<file path="src/rtl/led_seq_ctrl_if.sv">
`default_nettype none
// ============================================================================
// Module : led_seq_ctrl_if
// Brief  : Four-phase req/ack mode-change channel for the LED sequencer.
// Rev    : 1.0
// ============================================================================
interface led_seq_ctrl_if;
  logic       mode_req;
  logic [1:0] mode_sel;
  logic       mode_ack;

  modport master (output mode_req, output mode_sel, input mode_ack);
  modport slave  (input mode_req, input mode_sel, output mode_ack);
endinterface
`default_nettype wire

</file>
<file path="src/rtl/led_seq_ctrl.sv">
`default_nettype none
// ============================================================================
// Module : led_seq_ctrl
// Brief  : Prescaled 4-bit LED pattern sequencer with req/ack mode control.
// Rev    : 1.0
// ============================================================================
module led_seq_ctrl #(
  parameter int STEP_CYC = 12_500_000,
  parameter int CNT_W    = 32
) (
  input  wire              clk,
  input  wire              rst_n,
  input  wire              i_run,
  input  wire  [1:0]       i_speed,
  led_seq_ctrl_if.slave    hs,
  output logic [1:0]       o_mode,
  output logic [3:0]       o_led,
  output logic             o_step_pulse
);

  localparam logic [1:0] c_M_CHASE  = 2'd0;
  localparam logic [1:0] c_M_BOUNCE = 2'd1;
  localparam logic [1:0] c_M_BLINK  = 2'd2;
  localparam logic [1:0] c_M_COUNT  = 2'd3;

  typedef enum logic {S_IDLE, S_ACK} state_t;

  state_t           r_state;
  logic [CNT_W-1:0] r_cnt;
  logic [1:0]       r_mode;
  logic [3:0]       r_led;
  logic             r_dir_up;
  logic             r_ack;
  logic             r_pulse;

  logic [CNT_W-1:0] w_period;
  logic             w_term;
  logic             w_apply;
  logic [3:0]       w_next_led;
  logic             w_next_dir_up;
  logic [3:0]       w_start_led;

  assign w_period = CNT_W'(STEP_CYC) >> i_speed;
  // ">=" lets a speed increase that shrinks the period terminate at once.
  assign w_term   = i_run && (r_cnt >= (w_period - CNT_W'(1)));
  assign w_apply  = (r_state == S_IDLE) && hs.mode_req;

  always_comb begin
    case (hs.mode_sel)
      c_M_BLINK: w_start_led = 4'b1111;
      c_M_COUNT: w_start_led = 4'b0000;
      default:   w_start_led = 4'b0001;
    endcase
  end

  always_comb begin
    w_next_led    = 4'b0001;
    w_next_dir_up = r_dir_up;
    case (r_mode)
      c_M_CHASE: begin
        case (r_led)
          4'b0001: w_next_led = 4'b0010;
          4'b0010: w_next_led = 4'b0100;
          4'b0100: w_next_led = 4'b1000;
          default: w_next_led = 4'b0001;
        endcase
      end
      c_M_BOUNCE: begin
        case (r_led)
          4'b0001: w_next_led = 4'b0010;
          4'b1000: w_next_led = 4'b0100;
          4'b0010: w_next_led = r_dir_up ? 4'b0100 : 4'b0001;
          4'b0100: w_next_led = r_dir_up ? 4'b1000 : 4'b0010;
          default: w_next_led = 4'b0001;
        endcase
        // Direction follows the value being entered, so ends always turn around.
        if (w_next_led == 4'b1000)
          w_next_dir_up = 1'b0;
        else if (w_next_led == 4'b0001)
          w_next_dir_up = 1'b1;
      end
      c_M_BLINK: w_next_led = (r_led == 4'b1111) ? 4'b0000 : 4'b1111;
      default:   w_next_led = r_led + 4'd1;
    endcase
  end

  always_ff @(posedge clk or negedge rst_n) begin
    if (!rst_n) begin
      r_state  <= S_IDLE;
      r_cnt    <= '0;
      r_mode   <= c_M_CHASE;
      r_led    <= 4'b0000;
      r_dir_up <= 1'b1;
      r_ack    <= 1'b0;
      r_pulse  <= 1'b0;
    end else begin
      r_pulse <= 1'b0;
      case (r_state)
        S_IDLE: begin
          if (hs.mode_req) begin
            r_ack   <= 1'b1;
            r_state <= S_ACK;
          end
        end
        S_ACK: begin
          if (!hs.mode_req) begin
            r_ack   <= 1'b0;
            r_state <= S_IDLE;
          end
        end
        default: begin
          r_ack   <= 1'b0;
          r_state <= S_IDLE;
        end
      endcase

      // A mode apply overrides any terminal count on the same edge.
      if (w_apply) begin
        r_mode   <= hs.mode_sel;
        r_led    <= w_start_led;
        r_dir_up <= 1'b1;
        r_cnt    <= '0;
      end else if (w_term) begin
        r_cnt    <= '0;
        r_led    <= w_next_led;
        r_dir_up <= w_next_dir_up;
        r_pulse  <= 1'b1;
      end else if (i_run) begin
        r_cnt <= r_cnt + CNT_W'(1);
      end
    end
  end

  assign hs.mode_ack  = r_ack;
  assign o_mode       = r_mode;
  assign o_led        = r_led;
  assign o_step_pulse = r_pulse;

endmodule
`default_nettype wire

</file>
<file path="src/flat_wrapper.sv">
// flat-port wrapper written by rule: the top's interface ports become plain ports
module led_seq_ctrl_flat 
#(
  parameter int STEP_CYC = 12_500_000,
  parameter int CNT_W    = 32
)
  (clk, rst_n, i_run, i_speed, o_mode, o_led, o_step_pulse, hs_mode_req, hs_mode_sel, hs_mode_ack);
  led_seq_ctrl_if hs_i ();
  input  wire clk;
  input  wire rst_n;
  input  wire i_run;
  input  wire  [1:0] i_speed;
  output logic [1:0] o_mode;
  output logic [3:0] o_led;
  output logic o_step_pulse;
  input wire logic [$bits(hs_i.mode_req)-1:0] hs_mode_req;
  input wire logic [$bits(hs_i.mode_sel)-1:0] hs_mode_sel;
  output wire logic [$bits(hs_i.mode_ack)-1:0] hs_mode_ack;
  assign hs_i.mode_req = hs_mode_req;
  assign hs_i.mode_sel = hs_mode_sel;
  assign hs_mode_ack = hs_i.mode_ack;
  led_seq_ctrl #(.STEP_CYC(STEP_CYC), .CNT_W(CNT_W)) u_core (.clk(clk), .rst_n(rst_n), .i_run(i_run), .i_speed(i_speed), .hs(hs_i), .o_mode(o_mode), .o_led(o_led), .o_step_pulse(o_step_pulse));
endmodule
</file>
<file path="config.mk">
export PLATFORM = sky130hd
export DESIGN_NAME = led_seq_ctrl_flat
export DESIGN_NICKNAME = d
export VERILOG_FILES = /design/src/rtl/led_seq_ctrl_if.sv /design/src/rtl/led_seq_ctrl.sv /design/src/flat_wrapper.sv
export SDC_FILE = /design/constraint.sdc
export NUM_CORES = 1
export LEC_CHECK = 0
export CORE_ASPECT_RATIO = 0.7
export CORE_MARGIN = 10
export CORE_UTILIZATION = 50
export CTS_CLUSTER_SIZE = 10
export DETAILED_ROUTE_END_ITERATION = 16
export HOLD_SLACK_MARGIN = 0.08
export PLACE_DENSITY = 0.74
export SYNTH_ARGS = -nofsm -noshare
export SYNTH_HDL_FRONTEND = slang
export SYNTH_SLANG_ARGS = --single-unit
</file>
<file path="constraint.sdc">
create_clock -name clk -period 2.3 [get_ports clk]
set_clock_uncertainty 0.1 [all_clocks]
set_input_delay 0.345 -clock clk [delete_from_list [all_inputs] [get_ports clk]]
set_output_delay 0.345 -clock clk [all_outputs]
set_load 0.05 [all_outputs]
</file>
# After elaboration in Yosys (flattened, before gate mapping)
# Index checks and enable logic that the tools add are counted.
# word_totals
out_inout_bits	8
mem_bits_rw	0
n_memories	0
latchBits	0
inputBits	8
rom_bits	0
register_bits	42
word_cells	59
# classes
reduce_logical	9
n_bitwise	1
magnitude_cmp	1
div	0
eq_ne	13
shift	1
muxes	24
multipliers	0
addsub	3
# op_table
cell	n
$mux 32	3
$add 32x1->32 const B	1
$ge 32x32->1	1
$shr 24x2->32 const A	1
$sub 32x1->32 const B	1
$pmux 4 s3	2
$mux 4	5
$pmux 4 s4	1
$eq 4x4->1 const B	3
$mux 1	10
$eq 4x1->1 const B	2
$pmux 4 s2	1
$eq 2x2->1 const B	3
$reduce_bool 3->1	2
$add 4x1->4 const B	1
$eq 4x2->1 const B	1
$eq 4x3->1 const B	1
$ne 2x2->1 const B	2
$reduce_bool 2->1	2
$mux 3	1
$reduce_and 3->1	1
$eq 2x1->1 const B	1
$logic_and 1x1->1	2
$logic_not 2->1	1
3 further kinds	3

# Depth between registers and ports, before layout
# Gate-level depths: netlist of the first run.
# logic_depth
depth_word	9
ltp_mapped	13
ltp_nobuf	12

# Worst setup path before layout of the first run
# OpenSTA, ideal clock, no wires.
# synth_path
kind	input port to flip-flop
startpoint	in i_speed[1]
endpoint	reg u_core.r_cnt[3]
setup_slack_ns	-0.238
required_ns	2.056
n_path_buf	1
path_stages	12
arrival_time_ns	2.294
path_cell_list	inv_2 > nor2_4 > inv_2 > ha_1 > ha_1 > nand3_1 > a211oi_1 > nor4_1 > o31a_1 > a21oi_4 > buf_6 > nor3_1
# synth_between
elab_chain_len	6
elab_cells_between_ends	7
cone_classes	add/sub: 1; order compare: 1; shift: 1; mux: 2; reduce/logical: 2
# synth_rtl
element	line_no	source
start: declaration	flat_wrapper.sv:12	input wire [1:0] i_speed;
$shr 24x2->32 *	led_seq_ctrl.sv:43	assign w_period = CNT_W'(STEP_CYC) >> i_speed;
$sub 32x1->32 *	led_seq_ctrl.sv:45	assign w_term = i_run && (r_cnt >= (w_period - CNT_W'(1)));
$ge 32x32->1 *	led_seq_ctrl.sv:45	
$logic_and 1x1->1 *	led_seq_ctrl.sv:45	
$mux 32	led_seq_ctrl.sv:123	end else if (w_term) begin
$mux 32	led_seq_ctrl.sv:118	if (w_apply) begin
end signal: assignment	led_seq_ctrl.sv:129	r_cnt <= r_cnt + CNT_W'(1);
end: declaration	led_seq_ctrl.sv:29	logic [CNT_W-1:0] r_cnt;
# Mark *: on every way between the ends. The rest lies on a longest branch, timed or not.
# A chain may end at the register's enable or synchronous reset.

# Worst setup path in the final report of the first run
# layout_path
startpoint	reg u_core.r_cnt[27]
endpoint	reg u_core.r_cnt[17]
# layout_between
elab_chain_len	4
elab_cells_between_ends	5
cone_classes	order compare: 1; mux: 2; reduce/logical: 2
# layout_rtl
element	line_no
$ge 32x32->1 *	led_seq_ctrl.sv:45
$logic_and 1x1->1 *	led_seq_ctrl.sv:45
$mux 32	led_seq_ctrl.sv:123
$mux 32	led_seq_ctrl.sv:118
# Marked as above.

==> results_tabular.tex, run 1 <==
\begin{tabular}{lr}
\hline
Metric & Value \\
\hline
\multicolumn{2}{l}{\textbf{GRT}} \\
\quad Via count of the first global-routing pass & 3204 \\
\quad First-pass GRT wire length & 15240 um \\
\quad Antenna violations before repair & 0 \\
\quad Pin count of the biggest net entering global routing & between 40 and 50 \\
\quad Total congestion overflow & 0 \\
\quad GR Util All Layers & 18.58\% \\
\multicolumn{2}{l}{\textbf{Power}} \\
\quad PwrDens & 435.9 nW/um\^{}2 \\
\quad Relative contribution of combinational cells to total power & 32.6\% \\
\quad Peak supply drop & between 300 and 400 uV \\
\quad Sequential fraction of design power & 41.7\% \\
\quad Net load switching power & between 0.7 and 0.8 mW \\
\quad Clock network fraction of design power & 25.7\% \\
\quad Power Internal & roughly 1.3 mW \\
\quad Post-layout power & around 2.0 mW \\
\quad Static power due to leakage & 2.076 nW \\
\quad Sw Ratio & about a third \\
\multicolumn{2}{l}{\textbf{Drt}} \\
\quad DR vias/cell & 5.832 \\
\quad ANT nets after route & 0 \\
\quad Detailed-routing iteration count for the pre-antenna-repair pass & 5 \\
\quad Number of DRC violations after detailed-routing iteration 0 & $\sim$180 \\
\quad Aggregate routed wire length & slightly above 9000 um \\
\quad Post-detailed-route wirelength per cell & about 17 um \\
\quad DR DRC count & 0 \\
\quad Detailed-route via count & $\sim$3200 \\
\multicolumn{2}{l}{\textbf{Status}} \\
\quad Outcome & finished, violations left \\
\quad Violated checks & negative setup slack \\
\multicolumn{2}{l}{\textbf{Clocking}} \\
\quad Clock root buffer master & sky130\_fd\_sc\_hd\_\_clkbuf\_8 \\
\quad Number of buffers on the longest clock path & 2 \\
\quad Clock transition at the registers of the reported paths & around 90 ps \\
\quad Insertion delay to the later sink of the worst-skew pair & between 300 and 400 ps \\
\quad Clock buffers created by TritonCTS & 5 \\
\quad CTS tree & built \\
\quad Htree depth & 2 \\
\quad Number of clock sinks & 42 \\
\multicolumn{2}{l}{\textbf{Timing}} \\
\quad Fmax & between 0.4 and 0.5 GHz \\
\quad Final WS setup & -198.2 ps \\
\quad Slew Limit Fails & 0 \\
\quad Final cycle utilization of the critical path & 108.6\% \\
\quad Clock period minus worst slack & 2498 ps \\
\quad Worst-margin pin slew & about 560 ps \\
\quad Remaining max-slew budget at the tightest pin & approximately 63\% \\
\quad Worst hold margin & 392.4 ps \\
\quad Count of final hold-check violations & 0 \\
\quad Number of setup violations in the final report & 38 \\
\quad Setup repair after global routing missed its margin & true \\
\multicolumn{2}{l}{\textbf{Logic synthesis}} \\
\quad Fraction of registers with async set or reset after synthesis & 100.0\% \\
\quad Yosys warnings & 0 \\
\quad Syn Inst Count & around 370 \\
\quad Cell types with the largest area share after synthesis & sky130\_fd\_sc\_hd\_\_dfrtp\_1 (32\%), sky130\_fd\_sc\_hd\_\_ha\_1 (13\%), sky130\_fd\_sc\_hd\_\_xor2\_1 (5.5\%), sky130\_fd\_sc\_hd\_\_nand2\_1 (4.8\%), sky130\_fd\_sc\_hd\_\_nor3\_1 (4.5\%) \\
\quad Dominant cell type by area after synthesis & sky130\_fd\_sc\_hd\_\_dfrtp\_1 \\
\quad Synthesized cell area & 3203 um\^{}2 \\
\quad Part of the Yosys area used for sequential elements & approximately a third \\
\quad Post-synth cell types & 54 \\
\quad Top\_reg\_cell synth & sky130\_fd\_sc\_hd\_\_dfrtp\_1 \\
\quad Ranking of synthesized cells by instance count & sky130\_fd\_sc\_hd\_\_dfrtp\_1 (41), sky130\_fd\_sc\_hd\_\_nand2\_1 (41), sky130\_fd\_sc\_hd\_\_ha\_1 (34), sky130\_fd\_sc\_hd\_\_nor3\_1 (29), sky130\_fd\_sc\_hd\_\_nand3\_1 (21) \\
\quad Count of flip-flops with a built-in enable after synthesis & 0 \\
\quad Yosys top cell area share & $\sim$32\% \\
\quad Mean instance size in the synthesized netlist & about 8.8 um\^{}2 \\
\quad Count of state elements after synthesis & 42 \\
\multicolumn{2}{l}{\textbf{Die}} \\
\quad Area of the core region & a little over 6000 um\^{}2 \\
\quad Number of standard-cell rows in the floorplan & 24 \\
\quad Die Outline Area & just over 10000 um\^{}2 \\
\quad Overall die width & 115.7 um \\
\quad Starting density of the core & between 50\% and 60\% \\
\quad Io pins & 16 \\
\quad Floorplan die height & approximately 87 um \\
\multicolumn{2}{l}{\textbf{Placed design}} \\
\quad Number of placed instances with taps included & 510 \\
\quad Placement Setup Slack & -1100 ps \\
\quad Count of port buffers added during placement & 15 \\
\quad DPL Wire Length & 6368 um \\
\quad Cell area after placement & 3960 um\^{}2 \\
\quad GPL Wtd Cong & between 0.9 and 1 \\
\multicolumn{2}{l}{\textbf{Critical path}} \\
\quad Startpoint type of the worst setup path & flip-flop \\
\quad Stage delay of the slowest cell on the critical path & between 400 and 500 ps \\
\quad Maximum fanout along the worst path & 7 \\
\quad Worst Path Class, Setup & reg2reg \\
\quad Sort of element at the end of the critical path & flip-flop \\
\quad Req. time, crit path & about 2400 ps \\
\quad Most frequent CP cell & sky130\_fd\_sc\_hd\_\_nand4\_1 \\
\quad Chain of cells forming the critical path & ha\_4, nand4\_1, nor3\_4, nand4\_1, o221a\_1, o31a\_1, a21oi\_4, buf\_6, buf\_12, nor3\_2 \\
\quad Max stage delay cell, worst path & sky130\_fd\_sc\_hd\_\_dfrtp\_1 \\
\quad CP Data Arrival Time & 2570 ps \\
\multicolumn{2}{l}{\textbf{Final layout}} \\
\quad Signed area change from the synthesized netlist to the final layout & 43.75\% \\
\quad Share of final-layout standard cells stronger than drive strength 1 & 35.56\% \\
\quad Final instance area & approximately 4600 um\^{}2 \\
\quad Final nets & $\sim$500 \\
\quad Number of diodes added for antenna fixing & 0 \\
\quad Non-filler instance count after layout & around 540 \\
\multicolumn{2}{l}{\textbf{Worst hold path}} \\
\quad Hold crit path type & reg2reg \\
\multicolumn{2}{l}{\textbf{Job}} \\
\quad Max Cap Viol & 0 \\
\hline
\end{tabular}
-- critical path: cells and delay by family, from the launching register on --
kind                     cells  cell delay [ps]
AO/OA/AOI/OAI                3              690
AND/OR/NAND/NOR              4              590
flip-flops                   1              410
adder cells (fa/ha/maj)      1              280
buffers and inverters        2              270
-- metrics by stage --
stage               TNS [ps]  util (%)
finish                 -5012     74.07
global route           -8901     74.07
CTS                    -5186     69.79
detailed placement    -36940     63.71
global placement      -33770     63.71
floorplan              -1903         -
-- registers in the layout, summed over array words and instances (netlist names) --
name and count:
u_core.r_state 1, u_core.r_cnt 32, u_core.hs.mode_ack 1, u_core.o_step_pulse 1, u_core.o_led 4, u_core.o_mode 2
u_core.r_dir_up 1
-- logic make-up (layout without fill, tap and decap cells) --
| family | Yosys count | count (layout) | share of synthesized area (%) |
|---|---|---|---|
| compound gates | 65 | 65 | 13.67 |
| simple gates | 152 | 152 | 25.20 |
| xor+xnor | 31 | 31 | 8.477 |
| mux | 3 | 3 | 0.9766 |
| fa+ha+maj | 35 | 35 | 13.59 |
| flops | 42 | 42 | 32.85 |
| buf+inv | 36 | 125 | 5.000 |
| other cells | 2 | 11 | 0.2345 |
-- placed cells by master (no fill, tap or decap), types with 3 or more instances in the layout --
cell type,n
sky130_fd_sc_hd__a21o_1,3
sky130_fd_sc_hd__a21oi_1,15
sky130_fd_sc_hd__a21oi_2,5
sky130_fd_sc_hd__a31oi_1,3
sky130_fd_sc_hd__and3_1,9
sky130_fd_sc_hd__buf_12,3
sky130_fd_sc_hd__buf_4,70
sky130_fd_sc_hd__buf_6,13
sky130_fd_sc_hd__clkbuf_8,6
sky130_fd_sc_hd__clkdlybuf4s50_1,11
sky130_fd_sc_hd__conb_1,11
sky130_fd_sc_hd__dfrtp_1,41
sky130_fd_sc_hd__ha_1,22
sky130_fd_sc_hd__ha_4,11
sky130_fd_sc_hd__inv_1,15
sky130_fd_sc_hd__nand2_1,37
sky130_fd_sc_hd__nand3_1,18
sky130_fd_sc_hd__nand3b_1,3
sky130_fd_sc_hd__nand4_1,11
sky130_fd_sc_hd__nor2_1,14
sky130_fd_sc_hd__nor2_4,3
sky130_fd_sc_hd__nor3_1,12
sky130_fd_sc_hd__nor3_2,15
sky130_fd_sc_hd__nor3_4,11
sky130_fd_sc_hd__o211ai_1,3
sky130_fd_sc_hd__o21ai_0,10
sky130_fd_sc_hd__o31a_1,3
sky130_fd_sc_hd__xnor2_1,11
sky130_fd_sc_hd__xor2_1,20
-- path summary, 6_finish.rpt --
| kind | startpoint | end | slack [ps] | cells after the start |
|---|---|---|---|---|
| max | u_core.r_cnt[27] | u_core.r_cnt[17] | -200 | 10 |
| min | u_core.r_state | u_core.hs.mode_ack | 390 | 1 |
| max reg2reg | u_core.r_cnt[27] | u_core.r_cnt[17] | -200 | 10 |
| min reg2reg | u_core.r_state | u_core.hs.mode_ack | 390 | 1 |
| max in group asynchronous | rst_n | u_core.r_cnt[8] | 1170 | 3 |
| min in group asynchronous | rst_n | u_core.r_cnt[31] | 540 | 3 |
-- routing by layer --
| metal | track usage, % | wire [um] |
|---|---|---|
| met5 | 0 | 0 |
| met4 | 5.210 | 149 |
| met3 | 3.512 | 486 |
| met2 | 30.67 | 4456 |
| met1 | 24.27 | 4157 |
-- area by class of cell --
class	instances	area (um^2)
multi-input combinational	297	2426
inverter	18	80.08
timing repair buffer	99	857.1
clock buffer	7	86.33
tap	78	97.59
clock inverter	1	5.005
fill	431	1612
sequential	42	1052
-- what timing repair did --
item                                   CTS  global route
setup buffers                           13            12
endpoints found under the hold margin   41             0
pin swaps                               29            35
gates cloned                             2             0
resized for setup                       41            38
hold buffers                             1             0
setup endpoints to repair               38            38
-- power groups by stage --
stage               Clock, mW  Combinational (mW)  Sequential (mW)
CTS                     0.526               0.609            0.835
global route            0.557               0.715            0.842
finish                  0.516               0.653            0.837
floorplan                   0               0.290            0.911
global placement            0               0.558            0.848
detailed placement          0               0.578            0.847
(Power assumes the default switching activity.)
==> run 2, diff against run 1 <==
- CORE_UTILIZATION: 50 -> 30
- PLACE_DENSITY: 0.74 -> 0.5
==> results_tabular.tex, run 2 (synthesized netlist as in run 1, its figures left out) <==
\begin{tabular}{lr}
\hline
Metric & Value \\
\hline
\multicolumn{2}{l}{\textbf{Drt}} \\
\quad DR DRC count & 0 \\
\quad Post-detailed-route wirelength per cell & roughly 16 um \\
\quad Aggregate routed wire length & about 9300 um \\
\quad Number of DRC violations after detailed-routing iteration 0 & $\sim$180 \\
\quad Detailed-routing iteration count for the pre-antenna-repair pass & 5 \\
\quad DR vias/cell & $\sim$5 \\
\quad Detailed-route via count & between 2000 and 3000 \\
\quad ANT nets after route & 0 \\
\multicolumn{2}{l}{\textbf{GRT}} \\
\quad First-pass GRT wire length & roughly 15000 um \\
\quad Met1 usage & a little under a fifth \\
\quad Layer with the highest usage & met1 \\
\quad Total congestion overflow & 0 \\
\quad Fraction of met3 tracks used by global routing & 2.668\% \\
\quad Via count of the first global-routing pass & approximately 2900 \\
\quad Met2 usage in global routing & between 15 and 20\% \\
\quad Antenna violations before repair & 0 \\
\quad GR Util All Layers & about an eighth \\
\quad Pin count of the biggest net entering global routing & 27 \\
\multicolumn{2}{l}{\textbf{Timing}} \\
\quad Setup repair after global routing missed its margin & true \\
\quad Count of final hold-check violations & 0 \\
\quad Final WS setup & -154.3 ps \\
\quad Final cycle utilization of the critical path & 106.7\% \\
\quad Final sum of negative setup slack & -4693 ps \\
\quad Number of setup violations in the final report & 37 \\
\quad Slew Limit Fails & 0 \\
\quad Remaining max-slew budget at the tightest pin & around two thirds \\
\quad Worst-margin pin slew & roughly 500 ps \\
\quad Fmax & 0.4074 GHz \\
\quad Worst hold margin & 379.6 ps \\
\quad Clock period minus worst slack & about 2500 ps \\
\multicolumn{2}{l}{\textbf{Final layout}} \\
\quad Max FFs per register & 32 \\
\quad Final nets & 499 \\
\quad Most common library cell in the layout ignoring fill and taps & sky130\_fd\_sc\_hd\_\_buf\_4 \\
\quad Leading cell types in the layout, fill and taps excluded & sky130\_fd\_sc\_hd\_\_buf\_4 (70), sky130\_fd\_sc\_hd\_\_dfrtp\_1 (40), sky130\_fd\_sc\_hd\_\_nand2\_1 (39), sky130\_fd\_sc\_hd\_\_ha\_1 (24), sky130\_fd\_sc\_hd\_\_nor3\_2 (23) \\
\quad Largest reg by FF count & u\_core.r\_cnt \\
\quad Share of final-layout standard cells stronger than drive strength 1 & between 30\% and 40\% \\
\quad Count of filler cells inserted in the layout & about 1000 \\
\quad Number of diodes added for antenna fixing & 0 \\
\quad Final instance area & roughly 4600 um\^{}2 \\
\quad Final core utilization & 44.11\% \\
\quad Sequential standard cell area & 1054 um\^{}2 \\
\quad Signed area change from the synthesized netlist to the final layout & 43.16\% \\
\quad Area of combinational cells with multiple inputs & approximately 2400 um\^{}2 \\
\multicolumn{2}{l}{\textbf{Placed design}} \\
\quad DPL Wire Length & about 6900 um \\
\quad Cell area after placement & roughly 4000 um\^{}2 \\
\quad Count of port buffers added during placement & 15 \\
\quad GPL Wtd Cong & about 0.9 \\
\quad Placement Setup Slack & -998.0 ps \\
\multicolumn{2}{l}{\textbf{Power}} \\
\quad Sequential fraction of design power & between 30\% and 40\% \\
\quad Clock network fraction of design power & between 30\% and 40\% \\
\quad Sw Ratio & 32.39\% \\
\quad Net load switching power & about 0.71 mW \\
\quad PwrDens & approximately 480 nW/um\^{}2 \\
\quad Power Internal & roughly 1.5 mW \\
\quad Peak supply drop & between 200 and 300 uV \\
\quad Static power due to leakage & $\sim$2.0 nW \\
\quad Relative contribution of combinational cells to total power & between 20\% and 30\% \\
\multicolumn{2}{l}{\textbf{Critical path}} \\
\quad FF-to-FF setup slack & -150 ps \\
\quad Req. time, crit path & 2370 ps \\
\quad Startpoint type of the worst setup path & flip-flop \\
\quad Maximum fanout along the worst path & 11 \\
\quad Sort of element at the end of the critical path & flip-flop \\
\quad Worst Path Class, Setup & reg2reg \\
\quad CP Data Arrival Time & 2520 ps \\
\multicolumn{2}{l}{\textbf{Status}} \\
\quad Violated checks & negative setup slack \\
\quad Outcome & finished, violations left \\
\multicolumn{2}{l}{\textbf{Clocking}} \\
\quad Htree depth & 2 \\
\quad Insertion delay to the later sink of the worst-skew pair & approximately 290 ps \\
\quad CTS tree & built \\
\quad Clock buffers created by TritonCTS & 5 \\
\quad Number of clock sinks & 42 \\
\quad Clock transition at the registers of the reported paths & about 60 ps \\
\quad Clock root buffer master & sky130\_fd\_sc\_hd\_\_clkbuf\_16 \\
\quad Number of buffers on the longest clock path & 2 \\
\multicolumn{2}{l}{\textbf{Die}} \\
\quad Io pins & 16 \\
\quad Overall die width & between 100 and 150 um \\
\quad Starting density of the core & 30.81\% \\
\quad Floorplan die height & $\sim$110 um \\
\quad Number of standard-cell rows in the floorplan & 31 \\
\quad Area of the core region & about 10000 um\^{}2 \\
\quad Die Outline Area & approximately 15000 um\^{}2 \\
\multicolumn{2}{l}{\textbf{Worst hold path}} \\
\quad Hold crit path type & reg2reg \\
\multicolumn{2}{l}{\textbf{Job}} \\
\quad Max Cap Viol & 0 \\
\hline
\end{tabular}
[run 2: changes by cell type in the layout (fill, tap and decap cells not counted), moves of 2 or more]
cell / previous run / this run
sky130_fd_sc_hd__buf_6: 13 / 7
sky130_fd_sc_hd__buf_12: 3 / 1
sky130_fd_sc_hd__nand2_1: 37 / 39
sky130_fd_sc_hd__nand3_2: 2 / 4
sky130_fd_sc_hd__nand2_4: 2 / 0
sky130_fd_sc_hd__clkbuf_16: 0 / 5
sky130_fd_sc_hd__nor3_2: 15 / 23
sky130_fd_sc_hd__nand3_1: 18 / 16
sky130_fd_sc_hd__ha_1: 22 / 24
sky130_fd_sc_hd__buf_8: 0 / 2
sky130_fd_sc_hd__nor3_4: 11 / 4
sky130_fd_sc_hd__clkbuf_8: 6 / 1
sky130_fd_sc_hd__ha_4: 11 / 8
[run 2: worst max-delay path: stages (launching register included)]
cell	delay [ps]
sky130_fd_sc_hd__dfrtp_1	430
sky130_fd_sc_hd__ha_4	300
sky130_fd_sc_hd__nand3_4	100
sky130_fd_sc_hd__nor3_4	220
sky130_fd_sc_hd__nand4_1	150
sky130_fd_sc_hd__buf_4	160
sky130_fd_sc_hd__o31a_1	340
sky130_fd_sc_hd__a21oi_4	260
sky130_fd_sc_hd__buf_8	210
sky130_fd_sc_hd__nor3_2	50
[run 2: cell type report]
type | instances | share of cell area (%)
flip-flops and latches | 42 | 22.97
well taps | 132 | 3.602
multi-input cells | 297 | 51.46
clock buffers | 7 | 3.111
inverters | 18 | 1.746
repair buffers | 93 | 17.00
clock inverters | 1 | 0.1091
[run 2: repair_timing]
item,CTS,global route
endpoints found under the hold margin,12,0
hold buffers,1,0
pin swaps,23,32
buffers inserted,8,4
cloned,1,0
gates resized for setup,31,36
endpoints found under the setup margin,38,38
[run 2: through the flow]
stage               power (mW)  cells
global placement         1.446    573
detailed placement       1.449    573
finish                   2.195    590
CTS                      2.200    591
floorplan                1.201    375
global route             2.324    590
[run 2: final timing paths]
path / cells past startpoint / to / from
max: 9 / u_core.r_cnt[8] / u_core.r_cnt[31]
max in group asynchronous: 3 / u_core.r_dir_up / rst_n
min in group asynchronous: 2 / u_core.r_cnt[17] / rst_n
min: 1 / u_core.hs.mode_ack / u_core.r_state
min reg2reg: 1 / u_core.hs.mode_ack / u_core.r_state
max reg2reg: 9 / u_core.r_cnt[8] / u_core.r_cnt[31]
[run 2: power by group through the flow]
stage / clock, mW / sequential [mW] / combinational (mW)
after floorplan: 0 / 0.911 / 0.290
after global placement: 0 / 0.852 / 0.595
after detailed placement: 0 / 0.851 / 0.598
after CTS: 0.747 / 0.839 / 0.615
after global routing: 0.779 / 0.844 / 0.701
final: 0.723 / 0.838 / 0.634
[run 2: metal layers]
metal / part of all wire [%] / vias to the layer above
met5: 0 / -
met4: 0.93 / 0
met3: 5.1 / 10
met2: 43 / 48
met1: 51 / 1434
li1: - / 1479
==> run 3, diff against run 2 <==
- CORE_UTILIZATION: 30 -> 50
- PLACE_DENSITY: 0.5 -> 0.74
==> results of run 3 <==
Same layout as run 1: the final DEF is identical, and so are final timing and power.
